===== config.mk =====
export PLATFORM = sky130hd
export DESIGN_NAME = vram_term_ctrl
export DESIGN_NICKNAME = d
export VERILOG_FILES = /design/src/rtl/vram_term_pkg.sv /design/src/rtl/vram_addr_map.sv /design/src/rtl/vram_term_ctrl.sv
export SDC_FILE = /design/constraint.sdc
export NUM_CORES = 1
export LEC_CHECK = 0
export BUFFER_PORTS_ARGS = -buffer_cell sky130_fd_sc_hd__buf_2
export CAP_MARGIN = 20
export CELL_PAD_IN_SITES_DETAIL_PLACEMENT = 2
export CELL_PAD_IN_SITES_GLOBAL_PLACEMENT = 2
export CORE_UTILIZATION = 32
export DETAILED_ROUTE_END_ITERATION = 7
export GPL_ROUTABILITY_DRIVEN = 0
export PLACE_DENSITY_LB_ADDON = 0.1
export SETUP_SLACK_MARGIN = 0.05
export SLEW_MARGIN = 10
export SYNTH_ARGS = -nofsm -noshare
export SYNTH_HDL_FRONTEND = slang
export SYNTH_SLANG_ARGS = --single-unit

===== constraint.sdc =====
create_clock -name clk -period 4.4 [get_ports clk]
set_input_delay 0.88 -clock clk [delete_from_list [all_inputs] [get_ports clk]]
set_output_delay 0.88 -clock clk [all_outputs]
set_load 0.1 [all_outputs]

===== src/rtl/vram_term_pkg.sv =====
// Shared types and constants for the Apple I terminal VRAM write controller.
package vram_term_pkg;
  localparam int DEF_COLS   = 40;
  localparam int DEF_ROWS   = 24;
  localparam int DEF_ADDR_W = 11;

  localparam logic [6:0] CHAR_CR    = 7'h0D;
  localparam logic [5:0] CHAR_SPACE = 6'h20;

  typedef enum logic [1:0] {CLEAR, IDLE, WRITE, SCROLL} state_t;
endpackage


===== src/rtl/vram_addr_map.sv =====
// Maps a logical (row, col) onto a physical VRAM address through the circular top-row offset.
module vram_addr_map
  import vram_term_pkg::*;
#(
  parameter int COLS   = DEF_COLS,
  parameter int ROWS   = DEF_ROWS,
  parameter int ADDR_W = DEF_ADDR_W
) (
  input  logic [4:0]        top_row,
  input  logic [4:0]        row,
  input  logic [5:0]        col,
  output logic [ADDR_W-1:0] addr
);
  logic [5:0] sum;
  logic [5:0] phys_row;

  // Both operands are below ROWS, so a single conditional subtract wraps the sum.
  always_comb begin
    sum      = {1'b0, top_row} + {1'b0, row};
    phys_row = (sum >= 6'(ROWS)) ? sum - 6'(ROWS) : sum;
    addr     = ADDR_W'(phys_row) * ADDR_W'(COLS) + ADDR_W'(col);
  end
endmodule


===== src/rtl/vram_term_ctrl.sv =====
// Terminal write controller: cursor, wrap, clear and circular scroll for the 6-bit VRAM.
// Optional `VRAM_TERM_CURSOR_EN adds the registered cursor_addr output.
module vram_term_ctrl
  import vram_term_pkg::*;
#(
  parameter int COLS   = DEF_COLS,
  parameter int ROWS   = DEF_ROWS,
  parameter int ADDR_W = DEF_ADDR_W
) (
  input  logic              clk,
  input  logic              rst,
  input  logic [6:0]        char_in,
  input  logic              char_valid,
  output logic              char_ready,
  input  logic              clr,
  output logic [ADDR_W-1:0] vram_waddr,
  output logic              vram_we,
  output logic [5:0]        vram_din,
  output logic [4:0]        top_row,
  output logic [4:0]        cursor_row,
  output logic [5:0]        cursor_col
`ifdef VRAM_TERM_CURSOR_EN
  ,
  output logic [ADDR_W-1:0] cursor_addr
`endif
);
  state_t            state, state_next;
  logic [ADDR_W-1:0] cnt, cnt_next;
  logic [ADDR_W-1:0] waddr_next, map_addr;
  logic [4:0]        top_next, row_next, map_row;
  logic [5:0]        col_next, map_col, din_next;
  logic              we_next;

  assign char_ready = (state == IDLE);

  // While scrolling the shared mapper addresses physical row top_row, swept by the counter.
  assign map_row = (state == SCROLL) ? 5'd0 : cursor_row;
  assign map_col = (state == SCROLL) ? cnt[5:0] : cursor_col;

  vram_addr_map #(.COLS(COLS), .ROWS(ROWS), .ADDR_W(ADDR_W)) u_map (
    .top_row (top_row),
    .row     (map_row),
    .col     (map_col),
    .addr    (map_addr)
  );

  always_comb begin
    state_next = state;
    cnt_next   = cnt;
    top_next   = top_row;
    row_next   = cursor_row;
    col_next   = cursor_col;
    we_next    = 1'b0;
    waddr_next = vram_waddr;
    din_next   = vram_din;
    if (clr) begin
      state_next = CLEAR;
      cnt_next   = '0;
      row_next   = '0;
      col_next   = '0;
    end else begin
      case (state)
        CLEAR: begin
          we_next    = 1'b1;
          waddr_next = cnt;
          din_next   = CHAR_SPACE;
          cnt_next   = cnt + ADDR_W'(1);
          if (cnt == ADDR_W'(ROWS*COLS-1)) begin
            state_next = IDLE;
            cnt_next   = '0;
            top_next   = '0;
            row_next   = '0;
            col_next   = '0;
          end
        end
        IDLE: begin
          if (char_valid) begin
            if (char_in == CHAR_CR) begin
              col_next = '0;
              if (cursor_row < 5'(ROWS-1)) begin
                row_next = cursor_row + 5'd1;
              end else begin
                state_next = SCROLL;
                cnt_next   = '0;
              end
            end else if (char_in >= 7'h20) begin
              // Lower-case codes fold onto upper case; only the low 6 bits are stored.
              we_next    = 1'b1;
              waddr_next = map_addr;
              din_next   = char_in[6:5] == 2'b11 ? char_in[5:0] - 6'h20 : char_in[5:0];
              state_next = WRITE;
            end
          end
        end
        WRITE: begin
          state_next = IDLE;
          if (cursor_col < 6'(COLS-1)) begin
            col_next = cursor_col + 6'd1;
          end else begin
            col_next = '0;
            if (cursor_row < 5'(ROWS-1)) begin
              row_next = cursor_row + 5'd1;
            end else begin
              state_next = SCROLL;
              cnt_next   = '0;
            end
          end
        end
        SCROLL: begin
          we_next    = 1'b1;
          waddr_next = map_addr;
          din_next   = CHAR_SPACE;
          cnt_next   = cnt + ADDR_W'(1);
          if (cnt[5:0] == 6'(COLS-1)) begin
            state_next = IDLE;
            cnt_next   = '0;
            top_next   = (top_row == 5'(ROWS-1)) ? 5'd0 : top_row + 5'd1;
          end
        end
        default: state_next = CLEAR;
      endcase
    end
  end

  always_ff @(posedge clk or posedge rst) begin
    if (rst) begin
      state      <= CLEAR;
      cnt        <= '0;
      top_row    <= '0;
      cursor_row <= '0;
      cursor_col <= '0;
      vram_we    <= 1'b0;
      vram_waddr <= '0;
      vram_din   <= CHAR_SPACE;
    end else begin
      state      <= state_next;
      cnt        <= cnt_next;
      top_row    <= top_next;
      cursor_row <= row_next;
      cursor_col <= col_next;
      vram_we    <= we_next;
      vram_waddr <= waddr_next;
      vram_din   <= din_next;
    end
  end

`ifdef VRAM_TERM_CURSOR_EN
  logic [ADDR_W-1:0] cursor_addr_next;

  // Mapping the next-state cursor keeps cursor_addr aligned with cursor_row/cursor_col.
  vram_addr_map #(.COLS(COLS), .ROWS(ROWS), .ADDR_W(ADDR_W)) u_cursor_map (
    .top_row (top_next),
    .row     (row_next),
    .col     (col_next),
    .addr    (cursor_addr_next)
  );

  always_ff @(posedge clk or posedge rst) begin
    if (rst) cursor_addr <= '0;
    else     cursor_addr <= cursor_addr_next;
  end
`endif
endmodule

Word level (Yosys, flattened, before mapping):

Cells that the tools add are included.
Widths: inputs -> output; s select.

* mux-type cells: 51
* $add $sub $neg: 8
* equality and inequality tests: 20
* $mul: 1
* reduce and logical (&&, ||, !) cells: 13
* $lt $le $gt $ge: 4
* bitwise logic cells: 1

Operators with widths (count)
* $mux 11: 10
* $mux 6: 11
* $mux 5: 9
* $pmux 11 s4: 1
* $pmux 11 s3: 1
* $reduce_and 5->1: 4
* $mux 2: 9
* $pmux 6 s3: 1
* $pmux 5 s3: 1
* $pmux 6 s2: 1
* $add 11x1->11 const B: 1
* $add 11x6->11: 1
* $eq 11x10->1 const B: 1
* $add 5x1->5 const B: 2
* $pmux 5 s2: 1
* $mul 6x3->8 const B: 1
* $pmux 2 s4: 1
* $reduce_and 4->1: 2
* $eq 7x4->1 const B: 1
* $ge 7x6->1 const B: 1
* $add 5x5->6: 1
* $add 6x1->6 const B: 1
* $eq 2x2->1 const B: 3
* $eq 6x6->1 const B: 1
* 23 further kinds: 32

* output and inout bits: 35
* input bits: 11
* bits in registers: 47
* logic and storage cells: 106

Longest topological paths before layout:

* word-level depth: 11
* depth in mapped cells: 20

Hierarchy:

A second synthesis with hierarchy kept.

* cell total of the unflattened synthesis: 367
* area, all modules: 3310.7 µm²

By module, submodules not included
* vram_term_ctrl: seq. area each 1177.4 µm², cells an instance 294, area an instance 2690.1 µm², instances 1
* vram_addr_map: seq. area each 0.0 µm², cells an instance 73, area an instance 620.6 µm², instances 1

Least setup slack after synthesis:

No wires, ideal clock.

* kind: reg-to-reg
* start point: register cursor_row[0]
* end point: register vram_waddr[10]
* library setup time: 96 ps
* path buffers: 0
* stages on the path, launching flop included: 18
* arrival: 4469 ps
* slack: -164 ps
* cells stage by stage: dfrtp_1 -> nor2b_1 -> ha_1 -> inv_1 -> fa_1 -> nand2b_1 -> a21oi_1 -> xor2_1 -> ha_1 -> o21a_1 -> ha_1 -> fa_1 -> xor2_1 -> nand3_1 -> nor4_1 -> xnor2_1 -> xnor2_1 -> o31ai_1

* word-level cells in the longest chain between the ends: 10
* elaborated cells between the ends (all ways): 11
* classes of those cells: add/sub (3); mul (1); order compare (1); mux (6)

Ends and longest elaborated chain
* start: declaration: line vram_term_ctrl.sv:20 `output logic [4:0] cursor_row,`
* start signal: assignment: line vram_term_ctrl.sv:139 `cursor_row <= row_next;`
* $mux 5 (*): line vram_term_ctrl.sv:37 `assign map_row = (state == SCROLL) ? 5'd0 : cursor_row;`
* $add 5x5->6 (*): line vram_addr_map.sv:19 `sum = {1'b0, top_row} + {1'b0, row};`
* $sub 6x5->6 or $ge 6x5->1 (tied branches): line vram_addr_map.sv:20 `phys_row = (sum >= 6'(ROWS)) ? sum - 6'(ROWS) : sum;`
* $mux 6 (*): line vram_addr_map.sv:20
* $mul 6x3->8 (*): line vram_addr_map.sv:21 `addr = ADDR_W'(phys_row) * ADDR_W'(COLS) + ADDR_W'(col);`
* $add 11x6->11 (*): line vram_addr_map.sv:21
* $mux 11: line vram_term_ctrl.sv:86 `end else if (char_in >= 7'h20) begin`
* $mux 11: line vram_term_ctrl.sv:78 `if (char_in == CHAR_CR) begin`
* $mux 11: line vram_term_ctrl.sv:77 `if (char_valid) begin`
* $pmux 11 s3 (*): line vram_term_ctrl.sv:62 `case (state)`
* end signal: assignment: line vram_term_ctrl.sv:142 `vram_waddr <= waddr_next;`
* end: declaration: line vram_term_ctrl.sv:16 `output logic [ADDR_W-1:0] vram_waddr,`

Mark *: on every way between the ends. The rest lies on a longest branch, timed or not. The select of a mux whose other input is x is not followed.
A chain may end at the register's enable or synchronous reset.

Worst setup path in the final report:

* start point: register state[0]
* end point: register vram_waddr[10]

* word-level cells in the longest chain between the ends: 11
* elaborated cells between the ends (all ways): 20
* classes of those cells: add/sub (3); mul (1); order compare (1); eq/ne (5); mux (7); reduce/logical (3)

Ends and longest elaborated chain
* start: declaration: line vram_term_ctrl.sv:27 `state_t state, state_next;`
* start signal: assignment: line vram_term_ctrl.sv:136 `state <= state_next;`
* $eq 2x2->1: line vram_term_ctrl.sv:37, vram_term_ctrl.sv:38, vram_term_ctrl.sv:62
* $mux 5: line vram_term_ctrl.sv:37
* $add 5x5->6: line vram_addr_map.sv:19
* $sub 6x5->6 or $ge 6x5->1 (tied branches): line vram_addr_map.sv:20
* $mux 6: line vram_addr_map.sv:20
* $mul 6x3->8: line vram_addr_map.sv:21
* $add 11x6->11: line vram_addr_map.sv:21
* $mux 11: line vram_term_ctrl.sv:86
* $mux 11: line vram_term_ctrl.sv:78
* $mux 11: line vram_term_ctrl.sv:77
* $pmux 11 s3: line vram_term_ctrl.sv:62

Parallel ways exist; a longest one is shown, timed or not. The select of a mux whose other input is x is not followed.

==> metrics.md <==
| Metric | Value |
|---|---|
| Final cell count without fillers | `550` |
| Seq cells post-synth | `47` |
| Post-route ant nets | `0` |
| Placement Cell Area | `~3700 um2` |
| First-pass GRT wire length | `15800 um` |
| Pre-CTS WS | `-0.0604 ns` |
| Min Clock Period, post-route | `4.19 ns` |
| Sequential share of the synthesized area | `0.358` |
| P_int | `0.564 mW` |
| R2R depth | `18` |
| Worst min-delay path class | `reg -> reg` |
| FMAX | `238 MHz` |
| Die Ht | `103 um` |
| Top-Level Pins | `46` |
| Clock sinks | `between 40 and 50` |
| Top-area cell type share of the netlist area | `0.350` |
| Synth Flop Type | `dfrtp_1` |
| CP bufs+invs | `1` |
| Critical R2R Launch | `state[0]$_DFFE_PP0P_` |
| DRC | `0` |
| CP Cell Sequence | `ha_2 > nor2b_1 > ha_2 > inv_1 > fa_2 > nand2b_4 > a21oi_4 > xor2_2 > ha_2 > o21a_1 > ha_4 > fa_2 > xor2_2 > nand3_1 > nor4_2 > xnor2_1 > xnor2_1 > o31ai_1` |
| Layout cells sized above 1 | `0.293` |
| CP max FO | `4` |
| R2r setup slk | `0.21 ns` |
| Pin count of the biggest net entering global routing | `28` |
| Initial Utilization | `0.333` |
| Htree depth | `2` |
| Worst Skew | `about 0.01 ns` |
| Required time worst endpoint | `4.63 ns` |
| Via count | `2921` |
| Syn Area/Cell | `slightly above 9 um2` |
| Final setup fails | `0` |
| Crit-path slowest cell | `dfrtp_1` |
| Max VDD drop | `0.112 mV` |
| Max_cap viols | `0` |
| Post-route design area | `4000 um2` |
| DR WL/cell | `17.8 um` |
| Synth cell types | `61` |
| Total grt overflow | `0` |
| Area growth, synth to finish | `21.9%` |
| Synth warnings | `0` |
| Gr usage total | `0.194` |
| Cells after DPL | `534` |
| Crit path capture type | `flip-flop` |
| Mapped Area | `about 3300 um2` |
| Die X | `103 um` |
| Switching portion of total power | `0.290` |
| Clock root cell | `clkbuf_8` |
| Power share of the sequential group | `0.556` |
| Status | `finished clean` |
| Avg Vias per Cell | `approximately 5.3` |
| Worst path max stage delay | `0.42 ns` |
| Core area | `9860 um2` |
| Startpoint types | `flip-flop` |
| Logic pwr share | `0.097` |
| Number of port buffers | `45` |
| RSZ-0062 raised after global routing | `yes` |
| Placed wire-length estimate | `7310 um` |
| Max_slew headroom | `0.347` |
| Slew @ Worst Pin | `0.976 ns` |
| Cell leakage power | `roughly 1.9 nW` |
| Clock power frac | `0.347` |
| PwrDens | `198 nW/um2` |
| Die area | `10700 um2` |
| Period utilisation layout | `0.953` |
| Worst EP arrival | `4.42 ns` |
| TNS Setup | `0 ns` |
| CP top delay family | `adder cells` |
| Syn nets | `402` |
| Reg2reg end | `vram_waddr[10]$_DFFE_PP0P_` |
| Worst Hold End | `vram_din[4]$_DFFE_PP0P_` |
| Clock transition at path regs | `0.10 ns` |
| Antenna violations before repair | `0` |
| Cts hold-fix bufs | `0` |
| Hold Crit Depth | `2` |
| Largest area contributor in the synthesized netlist | `dfrtp_1` |
| Hold Crit Start | `vram_din[4]$_DFFE_PP0P_` |
| Antenna diodes | `0` |
| Final Worst Setup Slack | `between 0.2 and 0.25 ns` |
| Async set-reset flop share out of synthesis | `1.00` |
| DRT iter0 DRCs | `52` |
| Top post-synthesis cells by area | `dfrtp_1, ha_1, o21ai_0` |
| Num rows | `36` |
| Critical Path Most Common Cell | `ha_2` |
| Post-synth EDFFs | `0` |
| Final count of hold timing violations | `0` |
| Latest clock arrival within the worst-skew pair | `0.32 ns` |
| Pre-antenna DRT Iters | `4` |
| Number of buffers created by CTS | `5` |
| Final WL | `9800 um` |
| Net Sw Power | `between 0.2 and 0.25 mW` |
| Vias in the first global route | `3074` |
| Synth Instances | `about 360` |
| CTS tree | `done` |
| Buffers from clock root to sink, at most | `2` |
| Worst Setup Path Type | `reg -> reg` |
| Pins Over Slew Limit | `0` |
| Final Net Count | `about 460` |
[cell type report]
type                    count  area [um2]
multi-input cells         290        2180
clock inverters             2        13.8
clock buffers               5        68.8
repair buffers             59         340
well taps                 133         166
flip-flops and latches     47        1180
inverters                  14        52.6
fillers                  1095        5860
[state kept, by name, indices dropped and copies added (netlist names)]
name        cells
vram_waddr     11
state           2
vram_din        6
cnt            11
cursor_row      5
vram_we         1
top_row         5
cursor_col      6
[through the flow]
step	total power, mW	util	hold slack [ns]
CTS	0.810	0.385	0.478
detailed placement	0.528	0.373	0.456
floorplan	0.504	-	0.464
finish	0.794	0.406	0.477
global placement	0.524	0.371	0.446
global route	0.828	0.406	0.513
[cell usage after synthesis (all sizes together) (3+ instances only)]
library cell,instances
ha,25
dfrtp,46
a211oi,4
and3,6
mux2,3
xor2,4
a21o,4
o31ai,9
a21oi,22
nand2b,13
or2,6
clkbuf,8
inv,14
nand3,18
o41ai,4
nor3,8
xnor2,6
buf,4
nor2b,11
mux2i,6
o21ai,38
fa,3
nand2,41
a31oi,4
nor2,27
[layout by cell type, fill, tap and decap left out, types with 10 or more instances in the layout]
cell | Yosys | final
buf_2 | 2 | 46
nand2_1 | 41 | 41
dfrtp_1 | 46 | 41
o21ai_0 | 35 | 35
nor2_1 | 26 | 25
a21oi_1 | 22 | 18
ha_1 | 25 | 17
nand3_1 | 16 | 16
inv_1 | 14 | 13
buf_4 | 0 | 12
nand2b_1 | 12 | 10
nor2b_1 | 11 | 10
[per-layer routing]
metal / global-route usage / share of wire / vias to the layer above
met3: 0.0349 / 0.025 / 6
met4: 0.0455 / 0.0093 / 0
met2: 0.340 / 0.51 / 33
met5: 0 / 0 / -
met1: 0.249 / 0.46 / 1476
li1: - / - / 1406
[cells by family after synthesis]
kind of cell               count (synthesis)  synth area share
AOI/OAI and AO/OA                        101             0.217
xor gates and xnor gates                  10            0.0267
adders and majority gates                 28             0.113
buffers and inverters                     26            0.0327
DFF                                       47             0.358
muxes                                      9            0.0286
and+or+nand+nor                          142             0.223
[repair_timing]
action | 4_1_cts | 5_1_grt
hold endpoints to repair | 0 | 0
setup endpoints to repair | 1 | 3
pin swaps | 2 | 12
setup buffers | 2 | 6
resized for setup | 3 | 28
[power groups by stage]
stage	Clock (mW)	Combinational [mW]	Sequential [mW]
floorplan	0	0.0326	0.472
global placement	0	0.0748	0.450
detailed placement	0	0.0781	0.450
CTS	0.290	0.0784	0.441
global route	0.302	0.0843	0.442
finish	0.276	0.0770	0.441
[how the worst max path moves through the flow]
stage,endpoint,depth (start not counted),from,slack (ns)
final,vram_waddr[10]$_DFFE_PP0P_,18,state[0]$_DFFE_PP0P_,0.21
after floorplan,vram_waddr[10]$_DFFE_PP0P_,19,state[0]$_DFFE_PP0P_,0.06
after detailed placement,vram_waddr[10]$_DFFE_PP0P_,19,state[0]$_DFFE_PP0P_,-0.06
after global placement,vram_waddr[10]$_DFFE_PP0P_,18,state[0]$_DFFE_PP0P_,0.13
after global routing,vram_waddr[10]$_DFFE_PP0P_,18,state[1]$_DFFE_PP0P_,0.004
after CTS,vram_waddr[10]$_DFFE_PP0P_,18,state[0]$_DFFE_PP0P_,0.06
[worst reg2reg max path: stages (launching register included)]
cell      delay, ns
dfrtp_1        0.42
ha_2           0.21
nor2b_1        0.12
ha_2           0.18
inv_1          0.05
fa_2           0.35
nand2b_4       0.16
a21oi_4        0.16
xor2_2         0.21
ha_2           0.30
o21a_1         0.21
ha_4           0.23
fa_2           0.36
xor2_2         0.20
nand3_1        0.11
nor4_2         0.30
xnor2_1        0.14
xnor2_1        0.15
o31ai_1        0.23
No activity file was read; power rests on OpenSTA's default activity.
